--- config.mk ---
export PLATFORM = sky130hd
export DESIGN_NAME = eth_mdio_ctrl
export DESIGN_NICKNAME = d
export VERILOG_FILES = /design/src/rtl/eth_pkg.sv /design/src/rtl/eth_mdc_gen.sv /design/src/rtl/eth_mdio_ctrl.sv
export SDC_FILE = /design/constraint.sdc
export NUM_CORES = 1
export LEC_CHECK = 0
export ABC_AREA = 1
export CAP_MARGIN = 20
export CORE_ASPECT_RATIO = 0.5
export CORE_MARGIN = 5
export CORE_UTILIZATION = 47
export DETAILED_ROUTE_END_ITERATION = 8
export PLACE_DENSITY_LB_ADDON = 0.1
export SLEW_MARGIN = 30
export SYNTH_ARGS = -nofsm -noshare
export SYNTH_HDL_FRONTEND = slang
export SYNTH_SLANG_ARGS = --single-unit
--- constraint.sdc ---
create_clock -name i_clk -period 2.05 [get_ports i_clk]
set_clock_uncertainty 0.15 [all_clocks]
set_input_delay 0.41 -clock i_clk [delete_from_list [all_inputs] [get_ports i_clk]]
set_output_delay 0.41 -clock i_clk [all_outputs]
set_load 0.01 [all_outputs]
--- src/rtl/eth_pkg.sv ---
// Shared definitions for the MDIO management controller: opcodes, frame
// field lengths, default register addresses and the frame FSM state type.
package eth_pkg;

    localparam logic [1:0] MDIO_OP_WR = 2'b01;
    localparam logic [1:0] MDIO_OP_RD = 2'b10;

    localparam logic [7:0] DEF_CMD_ADDR  = 8'h40;
    localparam logic [7:0] DEF_STAT_ADDR = 8'h41;

    localparam int unsigned HDR_BITS  = 14;
    localparam int unsigned TA_BITS   = 2;
    localparam int unsigned DATA_BITS = 16;

    typedef enum logic [2:0] {
        ST_IDLE,
        ST_PRE,
        ST_HDR,
        ST_TA,
        ST_DATA,
        ST_DONE
    } mdio_state_e;

endpackage

--- src/rtl/eth_mdc_gen.sv ---
// MDC generator: free-runs only while enabled, starting low, and emits
// single-cycle strobes on the clock edge where MDC rises or falls.
module eth_mdc_gen #(
    parameter int unsigned CLK_DIV = 25
) (
    input  logic i_clk,
    input  logic rst_n,
    input  logic i_en,
    output logic o_mdc,
    output logic o_mdc_rise,
    output logic o_mdc_fall
);

    localparam int unsigned DIV_W = (CLK_DIV > 2) ? $clog2(CLK_DIV) : 1;

    logic [DIV_W-1:0] cnt_q, cnt_d;
    logic             mdc_q, mdc_d;
    logic             wrap;

    assign wrap = i_en && (cnt_q == DIV_W'(CLK_DIV - 1));

    always_comb begin
        cnt_d = cnt_q;
        mdc_d = mdc_q;
        if (!i_en) begin
            cnt_d = '0;
            mdc_d = 1'b0;
        end else if (wrap) begin
            cnt_d = '0;
            mdc_d = ~mdc_q;
        end else begin
            cnt_d = cnt_q + 1'b1;
        end
    end

    always_ff @(posedge i_clk) begin
        if (!rst_n) begin
            cnt_q <= '0;
            mdc_q <= 1'b0;
        end else begin
            cnt_q <= cnt_d;
            mdc_q <= mdc_d;
        end
    end

    assign o_mdc      = mdc_q;
    assign o_mdc_rise = wrap && !mdc_q;
    assign o_mdc_fall = wrap && mdc_q;

endmodule

--- src/rtl/eth_mdio_ctrl.sv ---
// MDIO (clause 22) management frame controller with a register-style command
// port, sticky overrun flag and completion interrupt pulse.
module eth_mdio_ctrl
    import eth_pkg::*;
#(
    parameter int unsigned CLK_DIV   = 25,
    parameter int unsigned PRE_LEN   = 32,
    parameter logic [7:0]  CMD_ADDR  = DEF_CMD_ADDR,
    parameter logic [7:0]  STAT_ADDR = DEF_STAT_ADDR
) (
    input  logic        i_clk,
    input  logic        rst_n,
    input  logic        i_cmd_wr,
    input  logic [7:0]  i_cmd_addr,
    input  logic [31:0] i_cmd_data,
    output logic [15:0] o_rd_data,
    output logic        o_busy,
    output logic        o_irq_done,
    output logic        o_overrun,
    output logic        o_mdc,
    output logic        o_mdio_out,
    output logic        o_mdio_oe,
    input  logic        i_mdio_in
);

    localparam int unsigned CNT_MAX  = (PRE_LEN > DATA_BITS) ? PRE_LEN : DATA_BITS;
    localparam int unsigned CNT_W    = $clog2(CNT_MAX);
    localparam int unsigned PRE_LAST = (PRE_LEN == 0) ? 0 : PRE_LEN - 1;

    mdio_state_e      state_q, state_d;
    mdio_state_e      next_field;
    logic [CNT_W-1:0] bit_cnt_q, bit_cnt_d;
    logic [CNT_W-1:0] last_idx;
    logic [31:0]      sh_q, sh_d;
    logic [15:0]      rd_sh_q, rd_sh_d;
    logic [15:0]      rd_data_q, rd_data_d;
    logic             op_rd_q, op_rd_d;
    logic             ovr_q, ovr_d;

    logic       busy, mdc_rise, mdc_fall;
    logic [1:0] cmd_op;
    logic       cmd_valid, accept, stat_clr, last_bit;
    logic [3:0] unused_cmd_hi;

    assign cmd_op        = i_cmd_data[27:26];
    assign unused_cmd_hi = i_cmd_data[31:28];
    assign cmd_valid     = i_cmd_wr && (i_cmd_addr == CMD_ADDR) &&
                           (cmd_op == MDIO_OP_WR || cmd_op == MDIO_OP_RD);
    assign busy          = state_q inside {ST_PRE, ST_HDR, ST_TA, ST_DATA};
    assign accept        = cmd_valid && !busy;
    assign stat_clr      = i_cmd_wr && (i_cmd_addr == STAT_ADDR);

    eth_mdc_gen #(
        .CLK_DIV(CLK_DIV)
    ) u_mdc_gen (
        .i_clk      (i_clk),
        .rst_n      (rst_n),
        .i_en       (busy),
        .o_mdc      (o_mdc),
        .o_mdc_rise (mdc_rise),
        .o_mdc_fall (mdc_fall)
    );

    always_comb begin
        last_idx   = '0;
        next_field = ST_IDLE;
        case (state_q)
            ST_PRE: begin
                last_idx   = CNT_W'(PRE_LAST);
                next_field = ST_HDR;
            end
            ST_HDR: begin
                last_idx   = CNT_W'(HDR_BITS - 1);
                next_field = ST_TA;
            end
            ST_TA: begin
                last_idx   = CNT_W'(TA_BITS - 1);
                next_field = ST_DATA;
            end
            ST_DATA: begin
                last_idx   = CNT_W'(DATA_BITS - 1);
                next_field = ST_DONE;
            end
            default: ;
        endcase
    end

    assign last_bit = (bit_cnt_q == last_idx);

    always_comb begin
        state_d   = state_q;
        bit_cnt_d = bit_cnt_q;
        sh_d      = sh_q;
        rd_sh_d   = rd_sh_q;
        rd_data_d = rd_data_q;
        op_rd_d   = op_rd_q;
        ovr_d     = ovr_q;

        if (stat_clr) ovr_d = 1'b0;
        if (cmd_valid && busy) ovr_d = 1'b1;

        case (state_q)
            ST_IDLE, ST_DONE: begin
                state_d = ST_IDLE;
                if (accept) begin
                    state_d   = (PRE_LEN == 0) ? ST_HDR : ST_PRE;
                    bit_cnt_d = '0;
                    op_rd_d   = (cmd_op == MDIO_OP_RD);
                    // Reads keep ones in the TA/DATA slots; the pad is released there anyway.
                    sh_d = {2'b01, cmd_op, i_cmd_data[25:16],
                            (cmd_op == MDIO_OP_RD) ? 18'h3FFFF : {2'b10, i_cmd_data[15:0]}};
                end
            end
            default: begin
                if (mdc_rise && state_q == ST_DATA) begin
                    rd_sh_d = {rd_sh_q[14:0], i_mdio_in};
                end
                if (mdc_fall) begin
                    if (state_q != ST_PRE) sh_d = {sh_q[30:0], 1'b1};
                    if (last_bit) begin
                        bit_cnt_d = '0;
                        state_d   = next_field;
                        if (next_field == ST_DONE && op_rd_q) rd_data_d = rd_sh_q;
                    end else begin
                        bit_cnt_d = bit_cnt_q + 1'b1;
                    end
                end
            end
        endcase
    end

    always_ff @(posedge i_clk) begin
        if (!rst_n) begin
            state_q   <= ST_IDLE;
            bit_cnt_q <= '0;
            sh_q      <= '1;
            rd_sh_q   <= '0;
            rd_data_q <= '0;
            op_rd_q   <= 1'b0;
            ovr_q     <= 1'b0;
        end else begin
            state_q   <= state_d;
            bit_cnt_q <= bit_cnt_d;
            sh_q      <= sh_d;
            rd_sh_q   <= rd_sh_d;
            rd_data_q <= rd_data_d;
            op_rd_q   <= op_rd_d;
            ovr_q     <= ovr_d;
        end
    end

    assign o_busy     = busy;
    assign o_irq_done = (state_q == ST_DONE);
    assign o_overrun  = ovr_q;
    assign o_rd_data  = rd_data_q;
    assign o_mdio_out = (state_q inside {ST_HDR, ST_TA, ST_DATA}) ? sh_q[31] : 1'b1;
    assign o_mdio_oe  = (state_q inside {ST_PRE, ST_HDR}) ||
                        ((state_q inside {ST_TA, ST_DATA}) && !op_rd_q);

endmodule

**Word-level counts from Yosys, hierarchy flattened**

Cells that the tools add are included.

- Reduce and logical (&&, ||, !) cells: 34
- Multiplexer cells: 18
- Bitwise gates (word level): 4
- Equal/unequal tests: 14
- Add/sub/neg operators: 2

Operators with widths:

| cell | number |
|---|---|
| 32-bit 2-to-1 mux | 4 |
| 5-bit 2-to-1 mux | 4 |
| 5-bit case mux with 4 select lines | 1 |
| 17-bit 2-to-1 mux | 1 |
| 8-bit by 7-bit == test with 1-bit output, second input constant | 2 |
| 3-bit case mux with 4 select lines | 1 |
| 2-bit nonzero test | 6 |
| 1-bit logical AND | 11 |
| 5-bit by 1-bit adder with 5-bit output, second input constant | 2 |
| 2-bit AND reduction | 5 |
| 3-bit == test, second input constant | 3 |
| 3-bit 2-to-1 mux | 3 |
| 3-bit by 2-bit == test with 1-bit output, second input constant | 2 |
| 5-bit == test | 1 |
| 5-bit == test, second input constant | 1 |
| 1-bit 2-to-1 mux | 4 |
| 1-bit NOT | 4 |
| 4-bit AND reduction | 1 |
| 4-bit nonzero test | 1 |
| 3-bit by 1-bit == test with 1-bit output, second input constant | 1 |
| 1-bit zero test | 3 |
| 3-bit zero test | 1 |
| 3-bit by 1-bit inequality test with 1-bit output, second input constant | 1 |
| 3-bit AND reduction | 1 |
| other kinds (7) | 8 |

- Word-level logic and storage cells: 81
- Bits of input ports: 44
- Register bits after elaboration: 80
- Output and inout bits: 22

**Logic depth before layout (Yosys ltp)**

- Depth in word-level cells: 6
- Mapped depth: 12
- Mapped depth without buffers: 12

**Cells and area by module**

A second synthesis with hierarchy kept.

- Cell total of the unflattened synthesis: 460
- Area, all modules: 3487.1 um2

Modules (own cells, without submodules):

| module | cells an instance | area each (um2) | instances | sequential area each (um2) |
|---|---|---|---|---|
| eth_mdio_ctrl | 420 | 3186.8 | 1 | 1481.4 |
| eth_mdc_gen | 40 | 300.3 | 1 | 120.1 |

**Least setup slack after synthesis**

No wires, ideal clock.

- Path kind: input to register
- Start point: in i_cmd_data[26]
- End point: reg sh_q[18]
- Data arrival time: 1659 ps
- Setup time: 138 ps
- Stages on the path: 11
- Data required time: 1762 ps
- Setup slack: 103 ps
- Buffers on the path: 1
- Cell sequence: inv_1 -> ha_1 -> inv_1 -> nand4_1 -> nor2_1 -> nand2_1 -> nand2_2 -> nand2_1 -> clkbuf_1 -> nand2_1 -> o211ai_1

- Cells in the longest elaborated chain, start to end: 6
- Elaborated cells on any way between the ends: 7
- Those cells by class: 3 x eq/ne; 4 x reduce/logical

Ends and longest elaborated chain:

| what | line | text |
|---|---|---|
| from (decl) | eth_mdio_ctrl.sv:15 | `input logic [31:0] i_cmd_data,` |
| 2-bit by 1-bit == test with 1-bit output / 2-bit == test (equally long branches) | eth_mdio_ctrl.sv:48 | `(cmd_op == MDIO_OP_WR \|\| cmd_op == MDIO_OP_RD);` |
| 1-bit logical OR (*) | eth_mdio_ctrl.sv:48 |  |
| 1-bit logical AND (*) | eth_mdio_ctrl.sv:47 | `assign cmd_valid = i_cmd_wr && (i_cmd_addr == CMD_ADDR) &&` |
| 1-bit logical AND (*) | eth_mdio_ctrl.sv:50 | `assign accept = cmd_valid && !busy;` |
| 2-bit inequality test (no source line) (*) | - |  |
| 3-bit AND reduction (no source line) (*) | - |  |
| to (signal assigned) | eth_mdio_ctrl.sv:136 | `sh_q <= '1;` |
| to (signal assigned) | eth_mdio_ctrl.sv:144 | `sh_q <= sh_d;` |
| to (decl) | eth_mdio_ctrl.sv:34 | `logic [31:0] sh_q, sh_d;` |

Mark *: on every way between the ends. The rest lies on a longest branch, timed or not.
A chain may end at the register's enable or synchronous reset.

**Worst setup path in the final report**

- Start point: reg state_q[1]
- End point: out o_busy

- Cells in the longest elaborated chain, start to end: 2
- Elaborated cells on any way between the ends: 5
- Those cells by class: 4 x eq/ne; 1 x reduce/logical

Ends and longest elaborated chain:

| what | line | text |
|---|---|---|
| from (decl) | eth_mdio_ctrl.sv:30 | `mdio_state_e state_q, state_d;` |
| from (signal assigned) | eth_mdio_ctrl.sv:142 | `state_q <= state_d;` |
| 3-bit by 1-bit == test with 1-bit output, or another cell as far along | eth_mdio_ctrl.sv:49 | `assign busy = state_q inside {ST_PRE, ST_HDR, ST_TA, ST_DATA};` |
| 4-bit nonzero test (*) | eth_mdio_ctrl.sv:49 |  |
| to (decl) | eth_mdio_ctrl.sv:17 | `output logic o_busy,` |

Marked as above.

==> metrics.csv <==
metric,value,unit
status,completed,
Slowest cell on crit path,dfxtp_4,
"Largest delay share family, worst path",buffers and inverters,
Die X,132.8,um
Setup crit start kind,flip-flop,
TritonCTS clock tree,built,
CP max FO,7,
"worst slack, placed",-0.3875,ns
Post-synth EDFFs,0,
#FFs+latches synth,80,
initial core utilization,48.43,%
Power Total,5.018,mW
routability congestion estimate,0.8451,
final net count,582,
H-tree Lvls,3,
maxcap violations,0,
post-route minimum period,1.990,ns
first-pass GRT wire length,12900,um
cell taking the most area after synthesis,dfxtp_1,
Via density,5.172,
post-synth top area share,45.17,%
final hold vios,0,
Synth-to-Final Area Change,38.81,%
Root Buffer Master,clkbuf_16,
clk_lat worst skew,0.33,ns
top-count cell post-synth,nand2_1,
drt wl/cell,12.79,um
CTS Buf Count,9,
Post-DP Area,4389,um^2
row count,22,
worst endpoint data arrival time,1.43,ns
HPWL Detailed,5354,um
ys flop type,dfxtp_1,
IO buf count,61,
post-route cell area,4922,um^2
core box area,7322,um^2
Synth Instances,452,
critical path capture point type,output pin,
die height,71.42,um
f_max,502.5,MHz
min-delay src,o_rd_data[14],
post-synthesis sequential area ratio,45.17,%
Synth Cell Area,3546,um^2
total gr overflow,0,
worst flop-to-flop path startpoint,u_mdc_gen.cnt_q[1],
"Req. time, crit path",1.49,ns
clk sinks,80,
number of global-route vias before repair,2834,
Finish-stage setup viols,0,
drt drc,0,
initial antenna violation count,0,
total wire length,8123,um
PwrDens,1019,nW/um^2
final worst slack,0.06011,ns
clock-pin slew on the worst setup and hold paths,0.06,ns
Iter 0 DRT Violations,226,
VDD IR max,0.5635,mV
final cell count without fillers,635,
CTS Buffer Depth,2,
Post-DRT Antenna Nets,0,
crit path kind,reg2out,
DR pass1 iterations,5,
DIE AREA,9487,um^2
largest net degree at the start of global routing,40,
via count,3284,
Final Cycle Share,97.07,%
dpl cells,612,
syn nets,500,
Unique masters post-synth,34,
ys async rst share,0,%
Total GRT Usage,16.55,%
Max-slew headroom,72.95,%
synth cell count leaders,"nand2_1, dfxtp_1, a21oi_1",
Antenna Cells,0,
leakage power,2.031,nW
Final Max Slew Viols,0,
Worst setup startpoint,state_q[1],
worst stage delay on the critical path,0.39,ns
CP Cell Sequence,"nand2_2, buf_4, nand3_4, nand2_4, dlygate4sd2_1",
synth top area cells,"dfxtp_1, nand2_1, o211ai_1",
CP Buf/Inv Count,2,
layout cells sized above 1,17.44,%
Ports,66,
syn_area_per_cell,7.845,um^2
min-delay worst type,reg2reg,
Worst Max-Slew Pin Slew,0.4057,ns
YS warnings,0,
[report_power, final]
| part | internal [mW] | switching (mW) | total, mW |
|---|---|---|---|
| logic | 0.630 | 1.13 | 1.76 |
| registers | 1.61 | 0.0480 | 1.65 |
| clock network | 1.01 | 0.591 | 1.60 |
| total | 3.25 | 1.77 | 5.02 |
[worst min-delay path, delay by kind of cell (launching register included)]
kind | cells | cell delay [ns]
compound gates | 1 | 0.05
flops | 1 | 0.30
simple gates | 1 | 0.06
[logic make-up after synthesis]
family / after synthesis / synth area share, %
AND/OR/NAND/NOR: 184 / 25.09
AO/OA/AOI/OAI: 120 / 19.83
flip-flops: 80 / 45.17
buffers and inverters: 58 / 7.021
XOR/XNOR: 6 / 1.482
adder cells (fa/ha/maj): 4 / 1.411
[placed cells by master (no fill, tap or decap), types with 3 or more instances in the layout]
cell type	Yosys	routed
inv_2	4	8
o211ai_1	29	29
clkdlybuf4s50_1	0	55
xor2_1	5	5
nand3_4	3	3
nand3_1	15	15
nand4_1	19	19
buf_6	2	4
nand2_2	4	6
dlygate4sd2_1	0	3
a21oi_1	43	41
clkbuf_16	0	12
o22ai_1	15	15
dfxtp_1	80	76
buf_12	0	4
inv_1	28	24
clkbuf_1	14	3
buf_4	2	22
nand2_1	87	84
nor2_1	35	34
or2_2	12	12
o21ai_0	28	27
[timing repair]
item                                    CTS  global route
cloned                                    0             4
pin swaps                                 0            11
gates resized for setup                  12            30
endpoints found under the setup margin   21            55
hold buffers                              0             0
setup buffers                             0             3
[sequential cells by signal (all words and copies together), names as in the netlist]
signal	cells
o_rd_data	16
u_mdc_gen.cnt_q	5
bit_cnt_q	5
u_mdc_gen.o_mdc	1
rd_sh_q	16
op_rd_q	1
o_overrun	1
sh_q	32
state_q	3
[cell type report]
cell class              instances  area (um^2)
clock buffers                  14        264.0
clock inverters                 2        37.54
well taps                      96        120.1
flip-flops and latches         80         1612
repair buffers                 95        992.2
inverters                      33        123.9
fillers                       607         2400
multi-input cells             315         1773
[metal layers]
metal	share of wire [%]	vias up	global-route usage, %
li1	-	1711	-
met1	48	1505	21.43
met2	46	64	26.85
met3	5.6	4	5.400
met4	0.37	0	4.493
met5	0	-	0
[metrics by stage]
stage / hold WS (ns) / utilization [%] / TNS (ns)
after floorplan: 0.2780 / - / 0
after global placement: 0.2986 / 59.95 / -11.32
final: 0.3081 / 67.22 / 0
after CTS: 0.3103 / 64.23 / -0.1856
after detailed placement: 0.3001 / 59.95 / -12.68
after global routing: 0.3215 / 67.22 / -0.04785
[final timing paths]
path                    to  slack (ns)  cells past startpoint
min reg2reg  o_rd_data[14]        0.31                      2
max reg2reg   o_rd_data[6]        0.14                     10
max                 o_busy        0.06                      5
min          o_rd_data[14]        0.31                      2
Power figures use the tool's default switching activity.
